[src/rtl/instr_fetch.sv]
// Fetch stage: program counter, instruction-memory word address and IF/ID register.
// Supports stall, redirect with a flush bubble, and a sticky misaligned-target flag.
module instr_fetch #(
    parameter logic [31:0] RESET_PC  = 32'h0000_0000,
    parameter int unsigned IM_ADDR_W = 5,
    parameter logic [31:0] NOP_INSTR = 32'h0000_0013
) (
    input  logic                 clk,
    input  logic                 reset,
    input  logic                 stall,
    input  logic                 pc_src,
    input  logic [31:0]          pc_target,
    output logic [IM_ADDR_W-1:0] im_address,
    input  logic [31:0]          im_rd,
    output logic [31:0]          pc_f,
    output logic [31:0]          instr_d,
    output logic [31:0]          pc_d,
    output logic [31:0]          pc_plus4_d,
    output logic                 valid_d,
    output logic                 misaligned
);

    logic [31:0] r_pc;
    logic [31:0] r_instr_d;
    logic [31:0] r_pc_d;
    logic [31:0] r_pc_plus4_d;
    logic        r_valid_d;
    logic        r_misaligned;

    logic [31:0] w_pc_plus4;
    logic [31:0] w_target_aligned;

    assign w_pc_plus4       = r_pc + 32'd4;
    assign w_target_aligned = {pc_target[31:2], 2'b00};

    // Redirect takes priority over stall for both the PC and the IF/ID register.
    always_ff @(posedge clk or posedge reset) begin
        if (reset) begin
            r_pc <= RESET_PC;
        end else if (pc_src) begin
            r_pc <= w_target_aligned;
        end else if (!stall) begin
            r_pc <= w_pc_plus4;
        end
    end

    always_ff @(posedge clk or posedge reset) begin
        if (reset) begin
            r_instr_d    <= NOP_INSTR;
            r_pc_d       <= '0;
            r_pc_plus4_d <= '0;
            r_valid_d    <= 1'b0;
        end else if (pc_src) begin
            r_instr_d    <= NOP_INSTR;
            r_pc_d       <= '0;
            r_pc_plus4_d <= '0;
            r_valid_d    <= 1'b0;
        end else if (!stall) begin
            r_instr_d    <= im_rd;
            r_pc_d       <= r_pc;
            r_pc_plus4_d <= w_pc_plus4;
            r_valid_d    <= 1'b1;
        end
    end

    always_ff @(posedge clk or posedge reset) begin
        if (reset) begin
            r_misaligned <= 1'b0;
        end else if (pc_src && (pc_target[1:0] != 2'b00)) begin
            r_misaligned <= 1'b1;
        end
    end

    assign im_address = r_pc[IM_ADDR_W+1:2];
    assign pc_f       = r_pc;
    assign instr_d    = r_instr_d;
    assign pc_d       = r_pc_d;
    assign pc_plus4_d = r_pc_plus4_d;
    assign valid_d    = r_valid_d;
    assign misaligned = r_misaligned;

endmodule

[config.mk]
export PLATFORM = sky130hd
export DESIGN_NAME = instr_fetch
export DESIGN_NICKNAME = d
export VERILOG_FILES = /design/src/rtl/instr_fetch.sv
export SDC_FILE = /design/constraint.sdc
export NUM_CORES = 1
export LEC_CHECK = 0
export ABC_CLOCK_PERIOD_IN_PS = 5900
export CAP_MARGIN = 20
export CORE_AREA = 10 10 152 154
export DETAILED_ROUTE_END_ITERATION = 8
export DIE_AREA = 0 0 162 164
export DONT_BUFFER_PORTS = 1
export SYNTH_ARGS = -nofsm -noshare
export SYNTH_HDL_FRONTEND = slang
export SYNTH_SLANG_ARGS = --single-unit
[constraint.sdc]
create_clock -name clk -period 5.9 [get_ports clk]
set_input_delay 0.885 -clock clk [delete_from_list [all_inputs] [get_ports clk]]
set_output_delay 0.885 -clock clk [all_outputs]
set_load 0.1 [all_outputs]
# After elaboration in Yosys (flattened, before gate mapping)
# Cells that the tools add are included.
[totals] ff_bits=130 inputBits=68 output_inout_bits=135 elab_cells=19
[classes] addsub=1 n_eq_ne=1 mux=9 reduce_logical=2
[ops] operator="32-bit two-way mux" n=7
[ops] operator="32-bit by 3-bit adder with 32-bit output (second input constant)" n=1
[ops] operator="1-bit two-way mux" n=2
[ops] operator="2-bit by 1-bit != test with 1-bit output (second input constant)" n=1
[ops] operator="2-bit nonzero test" n=1
[ops] operator="1-bit logical AND" n=1

# Longest topological paths before layout
[depth] ltp_word=3 ltp_mapped=6 depth_no_buf=5

# Worst setup path after synthesis
# Ideal clock, no wire load.
[synth_path] path_kind="reg2reg" startpoint="reg r_pc[2], in the netlist pc_f[2]" endpoint="reg r_pc_plus4_d[26], in the netlist pc_plus4_d[26]" setup_ps=100 arrival_ps=2809 required_time_ps=5800 setup_slack_ps=2991 stages_incl_launch_ff=6 period_less_slack_ps=2909 path_cell_list="dfrtp_1 -> ha_1 -> nand3_1 -> or4_1 -> or4_1 -> a311oi_1"
[synth_between] elab_chain_len=3
[synth_lines] item="from (decl)" line_no="23" source="logic [31:0] r_pc;"
[synth_lines] item="from (signal assigned)" line_no="41" source="r_pc <= w_target_aligned;"
[synth_lines] item="from (signal assigned)" line_no="43" source="r_pc <= w_pc_plus4;"
[synth_lines] item="32-bit by 3-bit adder with 32-bit output" line_no="33" source="assign w_pc_plus4 = r_pc + 32'd4;"
[synth_lines] item="32-bit two-way mux" line_no="58" source="end else if (!stall) begin"
[synth_lines] item="32-bit two-way mux" line_no="53" source="end else if (pc_src) begin"
[synth_lines] item="to (signal assigned)" line_no="61" source="r_pc_plus4_d <= w_pc_plus4;"
[synth_lines] item="to (decl)" line_no="26" source="logic [31:0] r_pc_plus4_d;"
# Every way passes these cells. The select of a mux whose other input is x is not followed.
# A chain may end at the register's enable or synchronous reset.

# Final worst setup path
[layout_path] startpoint="reg r_pc[4], in the netlist pc_f[4]" endpoint="reg r_pc_plus4_d[26], in the netlist pc_plus4_d[26]"
# The elaborated chain is that of the path after synthesis.

==> results.toml <==
[timing]
fin_hold_ws_ns = 0.370
max_slew.worst_pin.slew_ns = 1.15
finalHoldViolCount = 0
min_period_ns = 3.62
fin_setup_tns_ns = 0
relSlewSlack_pct = 23.5
max_freq_mhz = 276
rsz0062_at_grt = "no"
setup_viol = 0
fin_worst_skew_ns = 0.00966
drv_slew = 0
finalCritPeriodShare_pct = 61.4

[floorplanning]
start_util_pct = 30.7
ioPinCount = 203
std_cell_rows = 52
die_h_microns = 164
fp.dieW_microns = 162
dieArea_sq_mm = 0.0266
core_sq_mm = 0.0200

[clock_network]
cts.clk_slew.worst_paths_ns = 0.06
cts.repair.resized = 0
cts.sinks = 125
cts_buffers = 17
cts_tree = "yes"
clk_path_buf_depth = 2
postCtsSetupRepairBufs = 0
cts-root-buf = "clkbuf_16"
worstSkewPairLatency_ns = 0.42
hold_buffers = 0
htreeDepth = 4

[yosys]
yosys.area_share.simple_pct = 19.8
syn_avg_cell_area_sq_um = 9.78
synth_cell_type_count = 50
synth_compound_area_share_pct = 10.9
async_flop_share_pct = 100
yosysWarningCount = 0
synth_mux_area_share_pct = 9.14
ys_seq_area_share_pct = 51.0
synth_cells = 628
synth_seq_cells = 125
synth_xor_area_share_pct = 3.28
synth_ff_type = "dfrtp_1"
synth_area_sq_mm = 0.00614
synth_fa_ha_area_share_pct = 0.204
synth_top_family_by_area = "simple AND/OR/NAND/NOR gates"
synth_edf_count = 0

[power]
power_frac_seq_pct = 48.8
p_int_mw = 1.69
vdd_drop_max_mv = 0.167
switching_share_pct = 39.1
p_leak_nw = 2.98
pwr-share-comb_pct = 12.2
p_switching_mw = 1.09
powerDensity_mw_per_mm2 = 395
total_power_mw = 2.77
pwr-share-clk_pct = 39.0

[placement]
portBuffers = 0
gp_congestion = 0.783
hpwl_mm = 13.1

[hold_path]
worst_hold_path_type = "in -> async"

[worst_setup_path]
r2r-end = "pc_plus4_d[26]"
cpMostUsedCell = "or4_1"
cp_max_fo = 13
slowest_delay_ns = 1.08
crit_chain = "nand3_1 -> or4_1 -> or4_1 -> a311oi_1"
reg2regPathDepth = 4
slowest_stage = "dfrtp_2"
r2r-start = "pc_f[4]"
start_kind = "flip-flop"
required_ns = 6.21
cp_num_buf_inv = 0
endpoint_kind = "flip-flop"
cp.arrival_ns = 3.93
criticalPathCategory = "reg -> reg"
cp_top_family = "simple AND/OR/NAND/NOR gates"
r2r_setup_slack_ns = 2.28

[drt]
firstDrtPassIters = 5
via_per_inst = 5.18
first_iter_violations = 466
routed_wl_mm = 19.1
drc = 0
ant_nets = 0
routed-via-count = 4602
wl_per_cell_microns = 21.5

[run]
drv_cap = 0

[global_routing]
antenna_found_initial = 0
grt-ovfl-total = 0
grt_max_degree = 135
grt_pass1_wl_mm = 29.2
grt_pass1_vias = 4529
track_usage_pct = 14.2

[cells_and_area]
nets = 675
seq_area_sq_mm = 0.00314
areaGrowthSynthToFinish_pct = 14.2
fillerInstances = 2077
multi_input_area_sq_mm = 0.00267
drive_gt1_share_pct = 11.8
antennaDiodeCount = 0

[status]
status = "finished clean"
## power by group through the flow
| stage | registers [mW] | clock network [mW] | logic, mW |
|---|---|---|---|
| global placement | 1.37 | 0 | 0.336 |
| CTS | 1.36 | 1.11 | 0.341 |
| global route | 1.36 | 1.15 | 0.370 |
| floorplan | 1.43 | 0 | 0.222 |
| finish | 1.35 | 1.08 | 0.339 |
| detailed placement | 1.37 | 0 | 0.341 |
## area by class of cell
class / instances / share of cell area (%)
flip-flops and latches: 125 / 44.8
clock buffers: 21 / 6.57
repair buffers: 25 / 2.96
inverters: 12 / 0.714
clock inverters: 11 / 2.02
well taps: 270 / 4.82
multi-input cells: 425 / 38.1
## how the worst max path moves through the flow
stage / from / end / slack [ns] / depth (start not counted)
floorplan: reset / instr_d[10] / 1.69 / 1
global route: pc_f[4] / pc_plus4_d[26] / 2.15 / 4
global placement: pc_f[4] / pc_plus4_d[26] / 2.36 / 4
detailed placement: pc_f[4] / pc_plus4_d[26] / 2.30 / 4
CTS: pc_f[4] / pc_plus4_d[26] / 2.28 / 4
finish: pc_f[4] / pc_plus4_d[26] / 2.28 / 4
## layer usage
layer | vias to the layer above | track usage (%) | share of wire [%]
li1 | 2170 | - | -
met5 | - | 0 | 0
met3 | 11 | 6.61 | 12
met4 | 0 | 3.85 | 0.79
met1 | 2247 | 17.8 | 41
met2 | 174 | 21.7 | 47
## flip-flops by register name, summed over array words and instances (netlist names)
signal and count:
pc_plus4_d 30, instr_d 32, valid_d 1, pc_d 31, misaligned 1, pc_f 30
## synth_stat cells, types with 6 or more instances
cell type,instances,area share (%)
nor3_1,15,1.2
a211oi_1,12,1.5
a31oi_1,7,0.71
a21oi_1,19,1.5
xnor2_1,18,2.6
o31ai_1,7,0.86
nor2_1,92,5.6
o21ai_0,22,1.8
or4_1,13,1.6
nand3_1,17,1.4
nor4_1,9,0.92
nand2_1,51,3.1
buf_1,15,0.92
clkbuf_1,31,1.9
a311oi_1,9,1.3
or3_1,6,0.61
inv_1,12,0.73
nand4_1,10,1.0
buf_4,10,1.2
buf_2,11,0.90
mux2i_1,55,9.0
dfrtp_1,122,50
## cells by family after synthesis
family | count (synthesis)
xor+xnor | 23
simple gates | 244
flops | 125
fa+ha+maj | 1
other cells | 1
mux | 56
compound gates | 99
buf+inv | 79
## stage by stage
stage / util (%) / cells / cell area, sq um / setup slack [ns]
2_1_floorplan: - / 629 / 6150 / 1.69
3_3_place_gp: 31.9 / 856 / 6380 / 2.36
3_5_place_dp: 31.9 / 856 / 6380 / 2.30
4_1_cts: 34.9 / 888 / 6990 / 2.28
5_1_grt: 35.0 / 889 / 7010 / 2.15
6_report: 35.0 / 889 / 7010 / 2.28
## cell usage in the layout (no fill, tap or decap), drive strengths merged, types with 7 or more instances in the layout
cell and count:
inv 12, a31oi 7, or3 7, a211oi 12, nand2 51, nand4 11
xnor2 18, mux2i 55, a311oi 9, nor4 10, buf 25, dfrtp 122
a21oi 19, nor2 92, nand3 18, o21ai 22, o31ai 7, or4 14
nor3 15, clkbuf 21
No activity file was read; power rests on OpenSTA's default activity.
